### config.mk
export PLATFORM = sky130hd
export DESIGN_NAME = issue_queue
export DESIGN_NICKNAME = d
export VERILOG_FILES = /design/src/rtl/issue_queue_pkg.sv /design/src/rtl/issue_picker.sv /design/src/rtl/issue_queue.sv
export SDC_FILE = /design/constraint.sdc
export NUM_CORES = 1
export LEC_CHECK = 0
export ABC_AREA = 0
export ABC_CLOCK_PERIOD_IN_PS = 5100
export CAP_MARGIN = 0
export CORE_AREA = 2 2 184 186
export DETAILED_ROUTE_END_ITERATION = 10
export DIE_AREA = 0 0 186 188
export PLACE_DENSITY = 0.51
export SLEW_MARGIN = 20
export SYNTH_ARGS = -nofsm -noshare
export SYNTH_HDL_FRONTEND = slang
export SYNTH_SLANG_ARGS = --single-unit
### constraint.sdc
create_clock -name clk -period 5.1 [get_ports clk]
set_input_delay 1.275 -clock clk [delete_from_list [all_inputs] [get_ports clk]]
set_output_delay 1.275 -clock clk [all_outputs]
set_load 0.02 [all_outputs]
### src/rtl/issue_queue_pkg.sv
// Shared types for the issue queue: tag/ROB/payload widths, the queue entry
// record and the dispatch-time source-ready rule.
package issue_queue_pkg;

  localparam int unsigned PREG_W    = 6;
  localparam int unsigned ROB_W     = 5;
  localparam int unsigned PAYLOAD_W = 32;

  typedef struct packed {
    logic                 valid;
    logic [PREG_W-1:0]    rs1;
    logic                 rs1_rdy;
    logic [PREG_W-1:0]    rs2;
    logic                 rs2_rdy;
    logic [PREG_W-1:0]    rd;
    logic [ROB_W-1:0]     rob;
    logic [PAYLOAD_W-1:0] payload;
  } iq_entry_t;

  // Source is ready at dispatch if rename says so, it is x0, or the CDB
  // is broadcasting it in the same cycle.
  function automatic logic src_ready(input logic [PREG_W-1:0] tag,
                                     input logic              rdy,
                                     input logic              cdb_valid,
                                     input logic [PREG_W-1:0] cdb_tag);
    return rdy | (tag == '0) | (cdb_valid & (cdb_tag == tag));
  endfunction

endpackage

### src/rtl/issue_picker.sv
// Lowest-index one-hot picker.
//   req     : request bits, one per queue entry
//   grant_c : one-hot grant of the lowest set request (zero if none)
//   any_c   : at least one request is set
module issue_picker #(
  parameter int unsigned N = 3
) (
  input  logic [N-1:0] req,
  output logic [N-1:0] grant_c,
  output logic         any_c
);

  // First set bit wins; any_c doubles as the "already granted" flag.
  always_comb begin
    grant_c = '0;
    any_c   = 1'b0;
    for (int i = 0; i < N; i++) begin
      if (req[i] && !any_c) begin
        grant_c[i] = 1'b1;
        any_c      = 1'b1;
      end
    end
  end

endmodule

### src/rtl/issue_queue.sv
// Issue-queue storage and select stage.
//   clk, rst           : clock, synchronous active-high reset
//   flush              : drop all entries and the issue slot
//   disp_*             : one dispatch per cycle into alloc_addr (from free-slot finder)
//   queue_full         : dispatch ignored while high
//   cdb_valid, cdb_tag : wakeup broadcast
//   valid_vect         : registered occupancy vector for the finder
//   iss_* / iss_ready  : registered issue slot with valid/ready handshake
module issue_queue
  import issue_queue_pkg::*;
#(
  parameter  int unsigned QUEUE_DEPTH = 3,
  localparam int unsigned IDX_W       = $clog2(QUEUE_DEPTH)
) (
  input  logic                   clk,
  input  logic                   rst,
  input  logic                   flush,
  input  logic                   disp_valid,
  input  logic [IDX_W-1:0]       alloc_addr,
  input  logic                   queue_full,
  input  logic [PREG_W-1:0]      disp_rs1,
  input  logic                   disp_rs1_rdy,
  input  logic [PREG_W-1:0]      disp_rs2,
  input  logic                   disp_rs2_rdy,
  input  logic [PREG_W-1:0]      disp_rd,
  input  logic [ROB_W-1:0]       disp_rob,
  input  logic [PAYLOAD_W-1:0]   disp_payload,
  input  logic                   cdb_valid,
  input  logic [PREG_W-1:0]      cdb_tag,
  output logic [QUEUE_DEPTH-1:0] valid_vect,
  output logic                   iss_valid,
  input  logic                   iss_ready,
  output logic [PREG_W-1:0]      iss_rs1,
  output logic [PREG_W-1:0]      iss_rs2,
  output logic [PREG_W-1:0]      iss_rd,
  output logic [ROB_W-1:0]       iss_rob,
  output logic [PAYLOAD_W-1:0]   iss_payload
);

  iq_entry_t              entries [QUEUE_DEPTH];
  logic [QUEUE_DEPTH-1:0] entry_valid_c;
  logic [QUEUE_DEPTH-1:0] cand_c;
  logic [QUEUE_DEPTH-1:0] grant_c;
  logic [QUEUE_DEPTH-1:0] valid_next_c;
  logic                   any_cand_c;
  logic [IDX_W-1:0]       pick_idx_c;
  logic                   slot_free_c;
  logic                   addr_in_range_c;
  logic                   disp_req_c;
  logic                   disp_write_c;
  logic                   disp_illegal_c;
  iq_entry_t              disp_entry_c;

  // Candidates use registered ready bits only; no same-cycle wakeup bypass.
  always_comb begin
    entry_valid_c = '0;
    cand_c        = '0;
    for (int i = 0; i < QUEUE_DEPTH; i++) begin
      entry_valid_c[i] = entries[i].valid;
      cand_c[i]        = entries[i].valid & entries[i].rs1_rdy & entries[i].rs2_rdy;
    end
  end

  issue_picker #(.N(QUEUE_DEPTH)) u_picker (
    .req     (cand_c),
    .grant_c (grant_c),
    .any_c   (any_cand_c)
  );

  // One-hot grant to index for the issue-slot data mux.
  always_comb begin
    pick_idx_c = '0;
    for (int i = 0; i < QUEUE_DEPTH; i++) begin
      if (grant_c[i]) pick_idx_c = IDX_W'(i);
    end
  end

  assign slot_free_c     = !iss_valid || iss_ready;
  assign addr_in_range_c = 32'(alloc_addr) < QUEUE_DEPTH;
  assign disp_req_c      = disp_valid && !queue_full && addr_in_range_c;
  assign disp_write_c    = disp_req_c && !entry_valid_c[alloc_addr];
  assign disp_illegal_c  = disp_req_c && entry_valid_c[alloc_addr];

  // Dispatch record with the CDB bypass folded into the ready bits.
  always_comb begin
    disp_entry_c         = '0;
    disp_entry_c.valid   = 1'b1;
    disp_entry_c.rs1     = disp_rs1;
    disp_entry_c.rs1_rdy = src_ready(disp_rs1, disp_rs1_rdy, cdb_valid, cdb_tag);
    disp_entry_c.rs2     = disp_rs2;
    disp_entry_c.rs2_rdy = src_ready(disp_rs2, disp_rs2_rdy, cdb_valid, cdb_tag);
    disp_entry_c.rd      = disp_rd;
    disp_entry_c.rob     = disp_rob;
    disp_entry_c.payload = disp_payload;
  end

  // Entry occupancy after this edge: picked entry freed, dispatched entry set.
  always_comb begin
    valid_next_c = entry_valid_c;
    if (slot_free_c) valid_next_c = valid_next_c & ~grant_c;
    for (int i = 0; i < QUEUE_DEPTH; i++) begin
      if (disp_write_c && (alloc_addr == IDX_W'(i))) valid_next_c[i] = 1'b1;
    end
  end

  // Entry array, issue slot and occupancy vector. valid_vect sets with the
  // dispatch but clears one cycle after the free, so the finder can never
  // re-hand out a slot in the cycle it is released.
  always_ff @(posedge clk) begin
    if (rst || flush) begin
      for (int i = 0; i < QUEUE_DEPTH; i++) entries[i].valid <= 1'b0;
      valid_vect <= '0;
      iss_valid  <= 1'b0;
    end else begin
      for (int i = 0; i < QUEUE_DEPTH; i++) begin
        if (entries[i].valid && cdb_valid) begin
          if (entries[i].rs1 == cdb_tag) entries[i].rs1_rdy <= 1'b1;
          if (entries[i].rs2 == cdb_tag) entries[i].rs2_rdy <= 1'b1;
        end
        if (disp_write_c && (alloc_addr == IDX_W'(i))) entries[i] <= disp_entry_c;
        entries[i].valid <= valid_next_c[i];
      end
      if (slot_free_c) begin
        iss_valid   <= any_cand_c;
        iss_rs1     <= entries[pick_idx_c].rs1;
        iss_rs2     <= entries[pick_idx_c].rs2;
        iss_rd      <= entries[pick_idx_c].rd;
        iss_rob     <= entries[pick_idx_c].rob;
        iss_payload <= entries[pick_idx_c].payload;
      end
      valid_vect <= entry_valid_c | valid_next_c;
    end
  end

  // The finder must never allocate an occupied slot.
  a_no_overwrite : assert property (@(posedge clk) disable iff (rst) !disp_illegal_c);

endmodule

==> impl_metrics.tcl <==
set metrics [dict create \
    final_cell_mix "edfxtp_1, clkdlybuf4s50_1, mux2_2" \
    irDropWorstVdd_v 0.000213 \
    ant_nets 0 \
    grt_pass1_vias 5583 \
    die_area_um2 35000 \
    cp_max_fo 30 \
    row_count 67 \
    instances_no_fill 1161 \
    relSlewSlack_pct 32.7 \
    cts_tree "yes" \
    worst_pin_slew_ns 1.01 \
    grt_pass1_wl_mm 32.1 \
    synth_top_family_by_area "multiplexers" \
    final_common_cell "edfxtp_1" \
    placed_cells 1113 \
    synth_top_area_cell "edfxtp_1" \
    syn_avg_cell_area_um2 17.7 \
    start_kind "input pin" \
    postPlaceCellArea_um2 11600 \
    cp-startpoint "flush" \
    muxShareOfSynthArea_pct 14.2 \
    hpwl_mm 13.8 \
    vias_per_cell 4.34 \
    cts_resized 0 \
    crit_type "in -> reg" \
    fp.dieH_um 188 \
    core_area_um2 33100 \
    min_from "entries[2][37]$_DFFE_PP_" \
    synth-edff-count 229 \
    yosysTopAreaCellShare_pct 70.5 \
    avgRoutedWirePerCell_um 18.0 \
    preCtsSetupSlack_ns 1.06 \
    ys_warn_count 0 \
    grt_max_degree 56 \
    p_per_area_nw_per_um2 347 \
    clock_latency_ns 0.52 \
    cts-root-buf "clkbuf_16" \
    htreeDepth 1 \
    grt_usage_pct 12.0 \
    power_mw 4.34 \
    min_period_ns 3.46 \
    die_w_um 186 \
    worst_ep_required_time_ns 5.31 \
    io_pins 131 \
    async_flop_share_pct 0 \
    finalMaxSlewViolations 0 \
    postCtsHoldBufs 0 \
    routed_wl_mm 20.9 \
    clock_path_buffers 3 \
    numCtsBuffers 26 \
    drive_gt1_share_pct 23.3 \
    grt_overflow 0 \
    hold_path.class "reg -> reg" \
    post-route-util_pct 37.8 \
    synth_compound_area_share_pct 1.63 \
    syn_to_final_growth_pct 28.3 \
    synth_fa_ha_area_share_pct 0 \
    nets 765 \
    rsz0062_at_grt "false" \
    cap_violations 0 \
    setup_total_negative_slack_ns 0 \
    gp_congestion 0.754 \
    synth-simple-area-share_pct 6.74 \
    period_share_pct 67.9 \
    io_buffers 130 \
    synth_top_cells_by_area "edfxtp_1, mux2_2, mux2_4" \
    postCtsSetupBuffers 0 \
    ys_seq_area_share_pct 71.4 \
    synth_xor_area_share_pct 4.31 \
    ys.flop_type "edfxtp_1" \
    hold_violations 0 \
    fin_worst_skew_ns 0.00707 \
    status "completed" \
    cp-end-kind "register" \
    start_util_pct 29.4 \
    setup_viol 0 \
    cts.sinks 233 \
    crit_arrival_ns 3.68 \
    syn-cell-area_um2 9750 \
    vias 5034 \
    regToRegStartpoint "entries[0][57]$_SDFFCE_PN0P_" \
    holdWs_ns 0.548 \
    firstDrtPassIters 6 \
    antenna_cells 0 \
    syn_inst 551 \
    ys_ff_latch 233 \
    first_iter_violations 245 \
    postLayoutCellArea_um2 12500 \
    antenna_found_initial 0 \
    cts.clk_slew.worst_paths_ns 0.06 \
    clock.fmax_mhz 289 \
    timing.final.ws_setup_ns 1.64 \
    drc 0 \
    synth_cell_type_count 34 \
    p_leak_nw 4.37 \
]
[cell type report]
type	count	area, um^2
flip-flops and latches	233	6960
multi-input cells	290	2660
well taps	448	561
fillers	3081	20600
repair buffers	139	1390
clock buffers	31	711
inverters	3	11.3
clock inverters	17	213
[logic make-up (layout without fill, tap and decap cells)]
kind of cell           count (synthesis)  count (layout)
flip-flops                           233             233
multiplexers                         110             110
AND/OR/NAND/NOR                      107             107
XOR/XNOR                              48              48
buffers and inverters                 30             190
AO/OA/AOI/OAI                         22              22
other                                  1               3
[synthesized netlist by cell type (2+ instances only)]
cell type,number
edfxtp_1,229
mux2_2,71
and2_1,67
mux2_4,39
xnor2_1,25
xor2_1,23
buf_2,13
clkbuf_1,9
nor2_1,9
nand4_1,8
nand2_1,7
a21oi_1,5
buf_6,5
dfxtp_1,4
nor4_1,4
o21a_1,4
o41ai_1,4
inv_1,3
o21ai_0,3
a31oi_1,2
and3_1,2
nor2b_1,2
o41a_1,2
[final timing paths]
check                                    to  slack, ns  cells after the start
setup / recovery    entries[0][6]$_DFFE_PP_       1.64                      5
hold / removal          iss_rd[0]$_DFFE_PP_       0.55                      1
setup reg to reg  iss_payload[25]$_DFFE_PP_       2.11                      5
hold reg to reg         iss_rd[0]$_DFFE_PP_       0.55                      1
[flip-flops by register name, indices dropped and copies added, names as in the netlist]
name,flops
entries,174
iss_payload,32
iss_rd,6
iss_rs1,6
iss_rs2,6
iss_rob,5
valid_vect,3
iss_valid,1
[critical path, stage by stage]
cell,delay (ns)
clkdlybuf4s50_1,0.45
or2_1,0.42
or4_1,0.65
inv_2,0.56
buf_12,0.29
[where the power goes]
group          total, mW  switching, mW  internal [mW]
logic              0.222          0.111          0.111
registers           2.13        0.00930           2.12
clock network       1.99          0.743           1.24
[per-layer routing]
| layer | vias up | track usage [%] | routed length (um) |
|---|---|---|---|
| met5 | - | 0 | 0 |
| met4 | 0 | 3.42 | 420 |
| met1 | 2528 | 15.0 | 8930 |
| met3 | 31 | 2.19 | 1010 |
| met2 | 110 | 21.1 | 10600 |
| li1 | 2365 | - | - |
Power figures use the tool's default switching activity.
